[src/rtl/alu_mc.sv]
// Multi-cycle ALU with a valid/ready request side and a valid/ready result side.
// Define ALU_MC_MULDIV_EN to build in the iterative MUL/DIVU/REMU datapath.
module alu_mc #(
  parameter int DATA_WIDTH    = 32,
  parameter int OPCODE_LENGTH = 4
) (
  input  logic                     clk,
  input  logic                     reset,
  input  logic                     in_valid,
  output logic                     in_ready,
  input  logic [DATA_WIDTH-1:0]    SrcA,
  input  logic [DATA_WIDTH-1:0]    SrcB,
  input  logic [OPCODE_LENGTH-1:0] Operation,
  output logic                     out_valid,
  input  logic                     out_ready,
  output logic [DATA_WIDTH-1:0]    ALUResult,
  output logic                     ALUZero
);

  localparam int SHW = $clog2(DATA_WIDTH);

  localparam logic [OPCODE_LENGTH-1:0] OP_AND   = OPCODE_LENGTH'(4'b0000);
  localparam logic [OPCODE_LENGTH-1:0] OP_XOR   = OPCODE_LENGTH'(4'b0001);
  localparam logic [OPCODE_LENGTH-1:0] OP_SUB   = OPCODE_LENGTH'(4'b0010);
  localparam logic [OPCODE_LENGTH-1:0] OP_OR    = OPCODE_LENGTH'(4'b0011);
  localparam logic [OPCODE_LENGTH-1:0] OP_ADD   = OPCODE_LENGTH'(4'b0100);
  localparam logic [OPCODE_LENGTH-1:0] OP_EQ    = OPCODE_LENGTH'(4'b1000);
  localparam logic [OPCODE_LENGTH-1:0] OP_SLL   = OPCODE_LENGTH'(4'b1001);
  localparam logic [OPCODE_LENGTH-1:0] OP_PASSB = OPCODE_LENGTH'(4'b1010);
  localparam logic [OPCODE_LENGTH-1:0] OP_SRL   = OPCODE_LENGTH'(4'b1100);
  localparam logic [OPCODE_LENGTH-1:0] OP_SRA   = OPCODE_LENGTH'(4'b1101);
  localparam logic [OPCODE_LENGTH-1:0] OP_SLT   = OPCODE_LENGTH'(4'b1110);
  localparam logic [OPCODE_LENGTH-1:0] OP_SLTU  = OPCODE_LENGTH'(4'b1111);

  typedef enum logic [1:0] {IDLE, BUSY, DONE} state_t;

  state_t                  state_q, state_d;
  logic [DATA_WIDTH-1:0]   result_q, result_d;
  logic [DATA_WIDTH-1:0]   single_res;
  logic [SHW-1:0]          shamt;

  assign shamt = SrcB[SHW-1:0];

  always_comb begin
    single_res = '0;
    case (Operation)
      OP_AND:   single_res = SrcA & SrcB;
      OP_XOR:   single_res = SrcA ^ SrcB;
      OP_SUB:   single_res = SrcA - SrcB;
      OP_OR:    single_res = SrcA | SrcB;
      OP_ADD:   single_res = SrcA + SrcB;
      OP_EQ:    single_res = {{(DATA_WIDTH-1){1'b0}}, (SrcA == SrcB)};
      OP_SLL:   single_res = SrcA << shamt;
      OP_PASSB: single_res = SrcB;
      OP_SRL:   single_res = SrcA >> shamt;
      OP_SRA:   single_res = DATA_WIDTH'($signed(SrcA) >>> shamt);
      OP_SLT:   single_res = {{(DATA_WIDTH-1){1'b0}}, ($signed(SrcA) < $signed(SrcB))};
      OP_SLTU:  single_res = {{(DATA_WIDTH-1){1'b0}}, (SrcA < SrcB)};
      default:  single_res = '0;
    endcase
  end

`ifdef ALU_MC_MULDIV_EN
  localparam logic [OPCODE_LENGTH-1:0] OP_MUL  = OPCODE_LENGTH'(4'b0101);
  localparam logic [OPCODE_LENGTH-1:0] OP_DIVU = OPCODE_LENGTH'(4'b0110);
  localparam logic [OPCODE_LENGTH-1:0] OP_REMU = OPCODE_LENGTH'(4'b0111);

  // acc holds the running product or partial remainder; opa is multiplicand
  // or divisor; opb is multiplier or the dividend/quotient shift register.
  logic [SHW-1:0]        count_q, count_d;
  logic [DATA_WIDTH-1:0] acc_q, acc_d, opa_q, opa_d, opb_q, opb_d;
  logic                  mul_q, mul_d, rem_q, rem_d;
  logic [DATA_WIDTH:0]   rem_shift;
  logic [DATA_WIDTH-1:0] rem_sub;

  assign rem_shift = {acc_q, opb_q[DATA_WIDTH-1]};
  assign rem_sub   = rem_shift[DATA_WIDTH-1:0] - opa_q;

  always_ff @(posedge clk or negedge reset) begin
    if (!reset) begin
      count_q <= '0;
      acc_q   <= '0;
      opa_q   <= '0;
      opb_q   <= '0;
      mul_q   <= 1'b0;
      rem_q   <= 1'b0;
    end else begin
      count_q <= count_d;
      acc_q   <= acc_d;
      opa_q   <= opa_d;
      opb_q   <= opb_d;
      mul_q   <= mul_d;
      rem_q   <= rem_d;
    end
  end
`endif

  always_ff @(posedge clk or negedge reset) begin
    if (!reset) begin
      state_q  <= IDLE;
      result_q <= '0;
    end else begin
      state_q  <= state_d;
      result_q <= result_d;
    end
  end

  always_comb begin
    state_d  = state_q;
    result_d = result_q;
`ifdef ALU_MC_MULDIV_EN
    count_d  = count_q;
    acc_d    = acc_q;
    opa_d    = opa_q;
    opb_d    = opb_q;
    mul_d    = mul_q;
    rem_d    = rem_q;
`endif
    case (state_q)
      IDLE: begin
        if (in_valid) begin
          state_d  = DONE;
          result_d = single_res;
`ifdef ALU_MC_MULDIV_EN
          if (Operation == OP_MUL || Operation == OP_DIVU || Operation == OP_REMU) begin
            if (Operation != OP_MUL && SrcB == '0) begin
              result_d = (Operation == OP_DIVU) ? '1 : SrcA;
            end else begin
              state_d = BUSY;
              count_d = '0;
              acc_d   = '0;
              mul_d   = (Operation == OP_MUL);
              rem_d   = (Operation == OP_REMU);
              opa_d   = (Operation == OP_MUL) ? SrcA : SrcB;
              opb_d   = (Operation == OP_MUL) ? SrcB : SrcA;
            end
          end
`endif
        end
      end
      BUSY: begin
`ifdef ALU_MC_MULDIV_EN
        if (mul_q) begin
          if (opb_q[0]) acc_d = acc_q + opa_q;
          opa_d = opa_q << 1;
          opb_d = opb_q >> 1;
        end else if (rem_shift >= {1'b0, opa_q}) begin
          acc_d = rem_sub;
          opb_d = {opb_q[DATA_WIDTH-2:0], 1'b1};
        end else begin
          acc_d = rem_shift[DATA_WIDTH-1:0];
          opb_d = {opb_q[DATA_WIDTH-2:0], 1'b0};
        end
        count_d = count_q + 1'b1;
        // The final iteration writes its result directly on the way into DONE.
        if (count_q == SHW'(DATA_WIDTH - 1)) begin
          state_d  = DONE;
          result_d = (mul_q || rem_q) ? acc_d : opb_d;
        end
`else
        state_d = IDLE;
`endif
      end
      DONE: begin
        if (out_ready) state_d = IDLE;
      end
      default: state_d = IDLE;
    endcase
  end

  assign in_ready  = reset && (state_q == IDLE);
  assign out_valid = (state_q == DONE);
  assign ALUResult = result_q;
  assign ALUZero   = (result_q == '0);

endmodule

[config.mk]
export PLATFORM = sky130hd
export DESIGN_NAME = alu_mc
export DESIGN_NICKNAME = d
export VERILOG_FILES = /design/src/rtl/alu_mc.sv
export SDC_FILE = /design/constraint.sdc
export NUM_CORES = 1
export LEC_CHECK = 0
export CAP_MARGIN = 5
export CORE_ASPECT_RATIO = 1.5
export CORE_MARGIN = 4
export CORE_UTILIZATION = 39
export CTS_CLUSTER_DIAMETER = 40
export DETAILED_ROUTE_END_ITERATION = 6
export GPL_ROUTABILITY_DRIVEN = 1
export PLACE_DENSITY = 0.55
export SYNTH_ARGS = -nofsm -noshare
export SYNTH_HDL_FRONTEND = slang
export SYNTH_SLANG_ARGS = --single-unit
export TNS_END_PERCENT = 1
[constraint.sdc]
create_clock -name clk -period 3.1 [get_ports clk]
set_clock_uncertainty 0.2 [all_clocks]
set_input_delay 0.62 -clock clk [delete_from_list [all_inputs] [get_ports clk]]
set_output_delay 0.62 -clock clk [all_outputs]
set_load 0.02 [all_outputs]
# After elaboration in Yosys (flattened, before gate mapping)
# Index checks and enable logic that the tools add are counted.
# W data, S select, Z words.
# totals
word_cells	37
register_bits	34
out_inout_bits	35
inputBits	72
mem_count	0
latch_bits	0
romBits	0
mem_bits_rw	0
# op_classes
magnitude_cmp	2
bitwise_logic	3
multipliers	0
n_eq_ne	15
shift	3
add_sub_neg	2
div	0
n_reduce_logical	6
muxes	4
# op_table
operator	n
$pmux W32 S12	1
$lt A32 B32 Y1	2
$add A32 B32 Y32	1
$and A32 B32 Y32	1
$eq A32 B32 Y1	1
$logic_not A32 Y1	1
$or A32 B32 Y32	1
$shl A32 B5 Y32	1
$shr A32 B5 Y32	1
$sshr A32 B5 Y32	1
$sub A32 B32 Y32	1
$xor A32 B32 Y32	1
$eq A4 B4 Y1 const B	7
$eq A4 B2 Y1 const B	2
$eq A4 B1 Y1 const B	1
$eq A4 B3 Y1 const B	1
$logic_not A4 Y1	1
$mux W2	2
$pmux W2 S2	1
$reduce_and A2 Y1	2
$eq A2 B2 Y1 const B	1
$logic_not A2 Y1	1
$ne A2 B1 Y1 const B	1
$ne A2 B2 Y1 const B	1
$logic_and A1 B1 Y1	1

# Longest topological paths before layout
# Gate-level depths: netlist of run 1.
# depth
ltp_word	3
depth_mapped	16
depth_no_buf	12

# Least setup slack after synthesis of run 1
# Ideal clock, no wire load.
# synth_timing
path_kind	in2reg
from	input port SrcB[2]
to	register result_q[28] (netlist: ALUResult[28])
setup_slack_ns	-1.200
required_time_ns	2.764
t_arrival_ns	3.965
setup_time_ns	0.136
n_path_buf	5
path_stages	16
cell_sequence	buf_2 -> inv_1 -> buf_2 -> clkbuf_1 -> clkbuf_1 -> ha_1 -> buf_2 -> nor2b_1 -> o2111a_1 -> o311ai_1 -> a211o_1 -> nand3_1 -> a31o_2 -> a21o_1 -> a2111oi_0 -> nor3_1
# synth_between
elab_chain_cells	2
elab_cells_between_ends	6
classes_between	add/sub (2); shift (3); mux (1)
# synth_rtl
item	line	text
from (decl)	12	input logic [DATA_WIDTH-1:0] SrcB,
$add A32 B32 Y32, or another cell as far along	51	OP_ADD: single_res = SrcA + SrcB;
$pmux W32 S12 (*)	46	case (Operation)
to (signal assigned)	104	result_q <= result_d;
to (decl)	38	logic [DATA_WIDTH-1:0] result_q, result_d;
# Mark *: on every way between the ends. The rest lies on a longest branch, timed or not.
# A chain may end at the register's enable or synchronous reset.

# Worst setup path in the final report of run 1
# layout_timing
from	input port SrcB[1]
to	register result_q[9] (netlist: ALUResult[9])
# The elaborated chain is that of the path after synthesis.

==> results of run 1 <==
[cell usage after synthesis (26+ instances only)]
master,number,share of area (%)
dfrtp_1,33,7.9
nand3_1,37,1.8
ha_1,98,12
clkbuf_1,76,2.7
o21ai_0,108,5.1
o211ai_1,26,1.9
mux2i_1,66,6.3
nor3_1,26,1.2
mux4_2,29,6.2
nor2_1,153,5.5
a21oi_1,129,6.1
nand2_1,149,5.3
inv_1,100,3.6
[worst max-delay path, stage by stage]
cell      delay (ns)
buf_6           0.11
buf_16          0.20
buf_4           0.16
mux2_2          0.36
mux2i_1         0.22
mux2i_1         0.16
o211ai_1        0.33
mux2i_1         0.21
a211oi_1        0.30
buf_4           0.18
o211ai_1        0.14
a22o_1          0.23
[routing by layer]
| layer | wire, µm | part of all wire (%) | global-route usage [%] |
|---|---|---|---|
| met1 | 22400 | 37 | 46.2 |
| met2 | 29000 | 48 | 67.0 |
| met3 | 4120 | 6.9 | 4.51 |
| met4 | 4510 | 7.5 | 22.8 |
| met5 | 30 | 0.050 | 0 |
[registers in the layout, indices dropped and copies added (netlist names)]
signal	flops
ALUResult	32
state_q	1
[worst paths after layout]
path / from / end
worst max-delay path: SrcB[1] / ALUResult[9]
worst min-delay path: ALUResult[3] / ALUResult[3]
worst max register to register: state_q[1] / ALUResult[27]
worst min register to register: ALUResult[3] / ALUResult[3]
max in group asynchronous: reset / ALUResult[24]
min in group asynchronous: reset / ALUResult[11]
[cells by family (layout without fill, tap and decap cells)]
logic type / Yosys count / in the layout / synth area share [%]
DFF: 33 / 33 / 7.86
buffers and inverters: 224 / 819 / 8.99
muxes: 117 / 117 / 15.5
and+or+nand+nor: 466 / 466 / 20.3
xor gates and xnor gates: 9 / 9 / 0.750
adders and majority gates: 100 / 100 / 12.1
AOI/OAI and AO/OA: 531 / 531 / 34.6
[per-stage QoR]
stage	hold slack (ns)	power, mW	cells	instance area (µm²)
after detailed placement	0.301	3.70	2374	15900
after global routing	0.336	4.87	2412	17400
after global placement	0.288	3.68	2374	15900
after floorplan	0.124	2.03	1480	10600
final	0.308	4.66	2412	17400
after CTS	0.313	4.52	2409	17100
[power by group]
group          switching (mW)  leakage, nW  internal [mW]  total [mW]
registers              0.0921        0.431          0.518       0.611
clock network           0.199       0.0841          0.402       0.601
logic                    1.81         7.46           1.64        3.45
total                    2.10         7.98           2.56        4.66
[repair_timing]
| item | CTS | global route |
|---|---|---|
| setup endpoints to repair | 32 | 32 |
| cloned | 0 | 0 |
| hold buffers | 0 | 0 |
| setup buffers | 27 | 3 |
| gates resized for setup | 308 | 66 |
| pin swaps | 75 | 27 |
[final cells by class]
cell class                 instances  area (µm²)
inverter                         102         398
sequential                        33         826
clock buffer                       7         143
timing repair buffer             709        5840
fill                            2437        9070
multi-input combinational       1223        9750
tap                              337         422
clock inverter                     1        30.0
==> impl_metrics.py, run 1 <==
metrics = {
    "worst_setup_path": {
        "startpoint_type": "input port",
        "arrival_ns": 3.24,
        "r2r_cells": 9,
        "critPathKind": "input port to flip-flop",
        "required_ns": 3.08,
        "endpoint_kind": "flip-flop",
        "crit_path_max_fanout": 27,
        "ff2ff_setup_slack_ns": 0.38,
    },
    "power": {
        "irDropWorstVdd_mv": 0.476,
        "power_density_mw_per_mm2": 267,
        "p_leak_nw": 7.98,
    },
    "sta": {
        "rsz0062_at_grt": "yes",
        "setup_viol": 23,
        "slew-limit-headroom_pct": 50.9,
        "min_period_over_period_pct": 105,
        "finalCriticalPeriod_ns": 3.27,
        "hold_viol_final": 0,
        "fmax_mhz": 306,
        "timing.final.ws_setup_ns": -0.165,
        "tightest_slew_ns": 0.731,
        "drv_slew": 0,
        "fin_setup_tns_ns": -1.98,
    },
    "final_layout": {
        "final_nets": 2246,
        "fin_util_pct": 65.7,
        "diodes": 0,
        "area_growth_pct": 65.8,
        "drive_above_1_share_pct": 42.8,
        "mostFrequentLayoutCells": "buf_4, nor2_1, nand2_1",
        "layout_commonest_cell": "buf_4",
    },
    "placed_design": {
        "gp_congestion": 1.05,
        "dp_hpwl_um": 49700,
        "io_buffers": 106,
        "pre_cts_ws_ns": -1.21,
    },
    "clock_network": {
        "cts_buffers": 5,
        "clockBufferDepth": 2,
        "clk_latency_ns": 0.29,
        "ctsRootBufferMaster": "clkbuf_16",
        "cts_sinks": 33,
        "cts.htree.levels": 2,
        "clkTransAtPathRegs_ns": 0.06,
        "cts_tree": "built",
    },
    "yosys": {
        "netlist_area_mm2": 0.0105,
        "synth_seq_cells": 33,
        "synth_edf_count": 0,
        "syn_inst": 1480,
        "syn_area_per_cell_um2": 7.10,
        "ys_seq_area_share_pct": 7.86,
        "synth_ff_type": "dfrtp_1",
        "synth.yosys.warnings": 0,
        "synth_fp_nets": 1652,
        "async_flop_share_pct": 100,
        "yosysUniqueCellTypes": 90,
    },
    "status": {
        "violations": "setup timing",
        "outcome": "finished with violations",
    },
    "drt": {
        "drtIter0Drc": 1289,
        "final_antenna_net_count": 0,
        "viasPerCell": 6.19,
        "wl_per_cell_um": 24.9,
        "drc": 0,
        "vias": 14900,
        "dr.pass1.iters": 6,
        "totalWireLength_um": 60100,
    },
    "floorplanning": {
        "die_h_um": 209,
        "pin_count": 107,
        "dieWidth_um": 142,
        "core-area_mm2": 0.0265,
        "dieArea_mm2": 0.0297,
        "rows": 73,
        "start_util_pct": 39.7,
    },
    "global_routing": {
        "grt_use_total_pct": 39.0,
        "grt_pass1_wl_um": 88600,
        "grt_remaining_overflow": 0,
        "grt_max_degree": 76,
        "first_global_vias": 14800,
        "antenna_found_initial": 3,
    },
    "hold_path": {
        "min_path_cells": 2,
        "hold_class": "flip-flop to flip-flop",
    },
    "flow_run": {
        "max_cap_viol_count": 0,
    },
}
Power figures use the tool's default switching activity.
==> run 2, diff against run 1 <==
==> constraint.sdc (replaced) <==
create_clock -name clk -period 3.1 [get_ports clk]
set_clock_uncertainty 0.2 [all_clocks]
set_input_delay 0.62 -clock clk [delete_from_list [all_inputs] [get_ports clk]]
set_output_delay 0.62 -clock clk [all_outputs]
set_load 0.05 [all_outputs]
==> run 2 against run 1 <==
Effect of this change:
- the run still ends with setup timing left
- flip-flop and latch count unchanged
- non-clock buffer count up 26
- critical path depth grew 1
- fmax decreased by 2.2%
- first-iteration DRC count is 2.9% higher
- wire length rose by 2.8%
- combinational power grew 7.5%
- cell area grew 0.59%
- die area stayed put
- global-route usage increased by 0.55 points
- final cell count is 1.1% higher
- critical path type unchanged
- critical endpoint is now ALUResult[22]
==> impl_metrics.py, run 2 (synthesis gave the netlist of run 1 again) <==
metrics = {
    "drt": {
        "wl_per_cell_um": 25.3,
        "totalWireLength_um": 61700,
        "drtIter0Drc": 1326,
        "final_antenna_net_count": 0,
        "vias": 15200,
        "dr.pass1.iters": 5,
        "viasPerCell": 6.22,
        "drc": 0,
    },
    "worst_setup_path": {
        "worst_path_largest_cell_delay_ns": 0.48,
        "critPathKind": "input port to flip-flop",
        "critPathBufInv": 4,
        "cp_top_family": "compound AO/OA/AOI/OAI gates",
        "startpoint_type": "input port",
        "path_cells": "dlygate4sd2_1 > inv_2 > ha_4 > buf_6 > inv_1 > a221oi_4 > o311ai_4 > o22ai_2 > o21a_4 > o31a_4 > nor4_1 > or4b_4 > a32o_1",
        "crit_path_top_delay_cell": "or4b_4",
        "endpoint_kind": "flip-flop",
        "crit_path_max_fanout": 6,
        "arrival_ns": 3.32,
        "required_ns": 3.08,
    },
    "final_layout": {
        "mostFrequentLayoutCells": "buf_4, nand2_1, nor2_1",
        "area.sequential_um2": 826,
        "multi_input_area_mm2": 0.00975,
        "layout_commonest_cell": "buf_4",
        "final_nets": 2272,
        "fill_cells": 2414,
        "fin_cells": 2439,
        "fin_util_pct": 66.1,
        "drive_above_1_share_pct": 42.9,
        "largest_reg_flops": 32,
        "area_growth_pct": 66.8,
    },
    "global_routing": {
        "grt_max_degree": 76,
        "antenna_found_initial": 2,
        "grt_pass1_wl_um": 90000,
        "grt_use_total_pct": 39.5,
        "grt_remaining_overflow": 0,
        "first_global_vias": 14900,
    },
    "power": {
        "pwr-share-comb_pct": 75.3,
        "power_density_mw_per_mm2": 281,
        "pwr-share-seq_pct": 12.4,
        "p_sw_mw": 2.34,
        "p_leak_nw": 8.07,
        "power.internal_mw": 2.58,
        "pwr-share-clk_pct": 12.3,
        "finalPower_mw": 4.93,
        "swShare_pct": 47.6,
        "irDropWorstVdd_mv": 0.554,
    },
    "sta": {
        "min_period_over_period_pct": 108,
        "tightest_slew_ns": 0.807,
        "slew-limit-headroom_pct": 45.8,
        "setup_viol": 27,
        "finalCriticalPeriod_ns": 3.34,
        "drv_slew": 0,
        "rsz0062_at_grt": "yes",
        "fmax_mhz": 300,
        "timing.final.ws_setup_ns": -0.239,
        "hold_viol_final": 0,
    },
    "flow_run": {
        "max_cap_viol_count": 0,
    },
    "placed_design": {
        "io_buffers": 106,
        "dp_hpwl_um": 50200,
        "dp_cells": 2389,
        "gp_congestion": 1.05,
    },
    "floorplanning": {
        "dieArea_mm2": 0.0297,
        "start_util_pct": 39.7,
        "die_h_um": 209,
        "core-area_mm2": 0.0265,
        "pin_count": 107,
        "rows": 73,
        "dieWidth_um": 142,
    },
    "clock_network": {
        "cts_buffers": 5,
        "cts_sinks": 33,
        "ctsHoldBuffers": 0,
        "ctsRootBufferMaster": "clkbuf_16",
        "cts.htree.levels": 2,
        "clk_latency_ns": 0.29,
        "clockBufferDepth": 2,
        "cts_tree": "built",
        "clkTransAtPathRegs_ns": 0.06,
    },
    "status": {
        "violations": "setup timing",
        "outcome": "finished with violations",
    },
    "hold_path": {
        "hold_class": "flip-flop to flip-flop",
    },
}
run 2: changes by cell type in the layout (fill, tap and decap cells not counted), moves of 3 or more:
| cell | previous run | this run |
|---|---|---|
| buf_6 | 37 | 25 |
| a221oi_2 | 9 | 6 |
| buf_4 | 559 | 597 |
| inv_1 | 66 | 69 |
| nand2_1 | 145 | 149 |
| inv_2 | 31 | 28 |
| nor3_2 | 6 | 3 |
| mux2i_1 | 59 | 56 |
| a221oi_1 | 13 | 17 |
| o21ai_0 | 87 | 90 |
| nand2_2 | 3 | 0 |
| a21oi_2 | 23 | 19 |
| a21oi_1 | 104 | 110 |
run 2: final timing paths:
kind | start | to | slack, ns | cells after the start
min reg2reg | ALUResult[10] | ALUResult[10] | 0.30 | 2
max in group asynchronous | reset | ALUResult[28] | 1.61 | 2
max reg2reg | state_q[1] | ALUResult[27] | 0.35 | 9
max | SrcA[4] | ALUResult[22] | -0.24 | 13
min in group asynchronous | reset | ALUResult[8] | 0.76 | 2
min | ALUResult[10] | ALUResult[10] | 0.30 | 2
run 2: timing repair:
action | CTS | global route
pin swaps | 74 | 50
endpoints found under the hold margin | 0 | 0
buffers inserted | 25 | 14
gates resized for setup | 259 | 85
gates cloned | 0 | 2
endpoints found under the setup margin | 32 | 32
run 2: stage by stage:
step / hold slack (ns) / instance area [µm²] / setup TNS, ns / setup slack, ns
2_1_floorplan: 0.124 / 10600 / -9.15 / -0.631
3_3_place_gp: 0.288 / 16000 / -25.23 / -1.40
3_5_place_dp: 0.295 / 16000 / -26.20 / -1.41
4_1_cts: 0.307 / 17100 / -2.52 / -0.198
5_1_grt: 0.337 / 17500 / -6.63 / -0.290
6_report: 0.302 / 17500 / -3.52 / -0.239
run 2: final cells by class:
type / count / share of cell area (%)
multi-input combinational: 1223 / 55.7
timing repair buffer: 735 / 33.9
sequential: 33 / 4.71
tap: 337 / 2.41
inverter: 102 / 2.26
clock buffer: 7 / 0.814
clock inverter: 1 / 0.171
antenna: 1 / 0.0143
run 2: tightest hold or removal path: cells and delay by family, from the launching register on:
| family | cells | cell delay, ns |
|---|---|---|
| AO/OA/AOI/OAI | 1 | 0.06 |
| flip-flops | 1 | 0.36 |
| AND/OR/NAND/NOR | 1 | 0.05 |
run 2: power by group through the flow:
stage	clock network, mW	registers (mW)	logic (mW)
2_1_floorplan	0	0.898	1.34
3_3_place_gp	0	0.613	3.29
3_5_place_dp	0	0.618	3.31
4_1_cts	0.609	0.610	3.53
5_1_grt	0.617	0.623	3.90
6_report	0.606	0.609	3.71
run 2: routing by layer:
metal / global-route usage, % / up-vias / share of wire [%]
li1: - / 6807 / -
met1: 46.2 / 7312 / 37
met2: 69.5 / 831 / 49
met3: 5.06 / 230 / 7.1
met4: 20.6 / 0 / 7.0
met5: 0 / - / 0
==> run 3, diff against run 2 <==
--- a/config.mk
+++ b/config.mk
@@ -13,6 +13,7 @@
 export DETAILED_ROUTE_END_ITERATION = 6
 export GPL_ROUTABILITY_DRIVEN = 1
 export PLACE_DENSITY = 0.55
+export SKIP_LAST_GASP = 1
 export SYNTH_ARGS = -nofsm -noshare
 export SYNTH_HDL_FRONTEND = slang
 export SYNTH_SLANG_ARGS = --single-unit
==> run 3 against run 2 <==
Effect of this change:
- the run still ends with setup timing left
- die area unchanged
- critical path depth fell by 3
- highest routed layer unchanged
- fmax is 0.22% lower
==> impl_metrics.py, run 3 (synthesis gave the netlist of run 1 again) <==
metrics = {
    "sta": {
        "timing.final.ws_setup_ns": -0.246,
        "drv_slew": 0,
        "setup_viol": 31,
        "hold_viol_final": 0,
        "slew-limit-headroom_pct": 45.4,
        "finalCriticalPeriod_ns": 3.35,
        "min_period_over_period_pct": 108,
        "tightest_slew_ns": 0.814,
        "rsz0062_at_grt": "yes",
        "worst_hold_slack_ns": 0.301,
        "fmax_mhz": 299,
    },
    "floorplanning": {
        "core-area_mm2": 0.0265,
        "rows": 73,
        "dieWidth_um": 142,
        "die_h_um": 209,
        "pin_count": 107,
        "start_util_pct": 39.7,
        "dieArea_mm2": 0.0297,
    },
    "global_routing": {
        "grt_max_degree": 76,
        "antenna_found_initial": 2,
        "grt_remaining_overflow": 0,
        "first_global_vias": 14800,
        "grt_use_total_pct": 39.3,
        "grt_pass1_wl_um": 89200,
    },
    "placed_design": {
        "dp_hpwl_um": 50200,
        "pre_cts_ws_ns": -1.41,
        "dp_cells": 2389,
        "gp_congestion": 1.05,
        "io_buffers": 106,
        "dpl-instance-area_mm2": 0.0160,
    },
    "final_layout": {
        "drive_above_1_share_pct": 41.8,
        "final_nets": 2271,
        "area_growth_pct": 65.5,
        "largest_reg_flops": 32,
        "design_area_mm2": 0.0174,
        "layout_commonest_cell": "buf_4",
        "fin_cells": 2438,
        "fin_util_pct": 65.6,
        "mostFrequentLayoutCells": "buf_4, nor2_1, nand2_1",
    },
    "clock_network": {
        "cts_tree": "built",
        "cts.htree.levels": 2,
        "clkTransAtPathRegs_ns": 0.05,
        "ctsHoldBuffers": 0,
        "cts_sinks": 33,
        "clockBufferDepth": 2,
        "cts_buffers": 5,
        "clk_latency_ns": 0.29,
        "ctsRootBufferMaster": "clkbuf_16",
    },
    "drt": {
        "drc": 0,
        "viasPerCell": 6.19,
        "dr.pass1.iters": 6,
        "wl_per_cell_um": 25.1,
        "final_antenna_net_count": 0,
        "drtIter0Drc": 1424,
        "totalWireLength_um": 61300,
        "vias": 15100,
    },
    "worst_setup_path": {
        "crit_path_max_fanout": 12,
        "path_cells": "clkdlybuf4s50_1 > buf_4 > buf_4 > nor2b_1 > and2_1 > buf_4 > a221o_1 > o21ai_0 > nand4_1 > a22o_1",
        "required_ns": 3.08,
        "crit_path_top_delay_cell": "clkdlybuf4s50_1",
        "arrival_ns": 3.32,
        "startpoint_type": "input port",
        "worst_path_largest_cell_delay_ns": 0.47,
        "critPathMostFrequentCell": "buf_4",
        "critPathKind": "input port to flip-flop",
        "endpoint_kind": "flip-flop",
    },
    "power": {
        "power_density_mw_per_mm2": 282,
        "p_leak_nw": 8.03,
        "irDropWorstVdd_mv": 0.554,
    },
    "status": {
        "violations": "setup timing",
        "outcome": "finished with violations",
    },
    "flow_run": {
        "max_cap_viol_count": 0,
    },
    "hold_path": {
        "hold_class": "flip-flop to flip-flop",
    },
}
run 3: final timing paths:
path / startpoint / slack (ns) / depth (start not counted) / to
worst max-delay path: Operation[0] / -0.25 / 10 / ALUResult[4]
worst min register to register: ALUResult[10] / 0.30 / 2 / ALUResult[10]
worst min-delay path: ALUResult[10] / 0.30 / 2 / ALUResult[10]
worst max register to register: state_q[1] / 0.34 / 9 / ALUResult[27]
max in group asynchronous: reset / 1.61 / 2 / ALUResult[28]
min in group asynchronous: reset / 0.77 / 2 / ALUResult[8]
run 3: final cells by class:
class | instances | area (µm²)
clock buffers | 7 | 143
clock inverters | 1 | 30.0
fillers | 2430 | 9110
diodes | 1 | 2.50
flip-flops and latches | 33 | 826
inverters | 102 | 390
repair buffers | 734 | 5900
well taps | 337 | 422
multi-input cells | 1223 | 9670
run 3: routing by layer:
layer  GRT usage, %  up-vias  routed length, µm
met4           20.3        0               4190
met2           69.4      746              30200
met1           45.8     7308              22800
li1               -     6804                  -
met3           4.83      237               4100
met5              0        -                  0
run 3: through the flow:
stage	setup TNS, ns	power (mW)
5_1_grt	-7.71	5.10
4_1_cts	-4.16	4.71
3_5_place_dp	-26.20	3.93
6_report	-4.38	4.90
2_1_floorplan	-9.15	2.24
3_3_place_gp	-25.23	3.91
run 3: power breakdown:
group	internal (mW)	switching (mW)
combinational	1.65	2.03
sequential	0.518	0.0922
clock	0.402	0.204
run 3: worst max-delay path, delay by kind of cell:
kind / cells / cell delay, ns
buffers and inverters: 4 / 1.15
AO/OA/AOI/OAI: 3 / 0.89
AND/OR/NAND/NOR: 3 / 0.65
run 3: repair_timing:
item,4_1_cts,5_1_grt
gates cloned,0,2
setup endpoints to repair,32,32
gates resized for setup,220,82
pin swaps,57,45
setup buffers,25,13
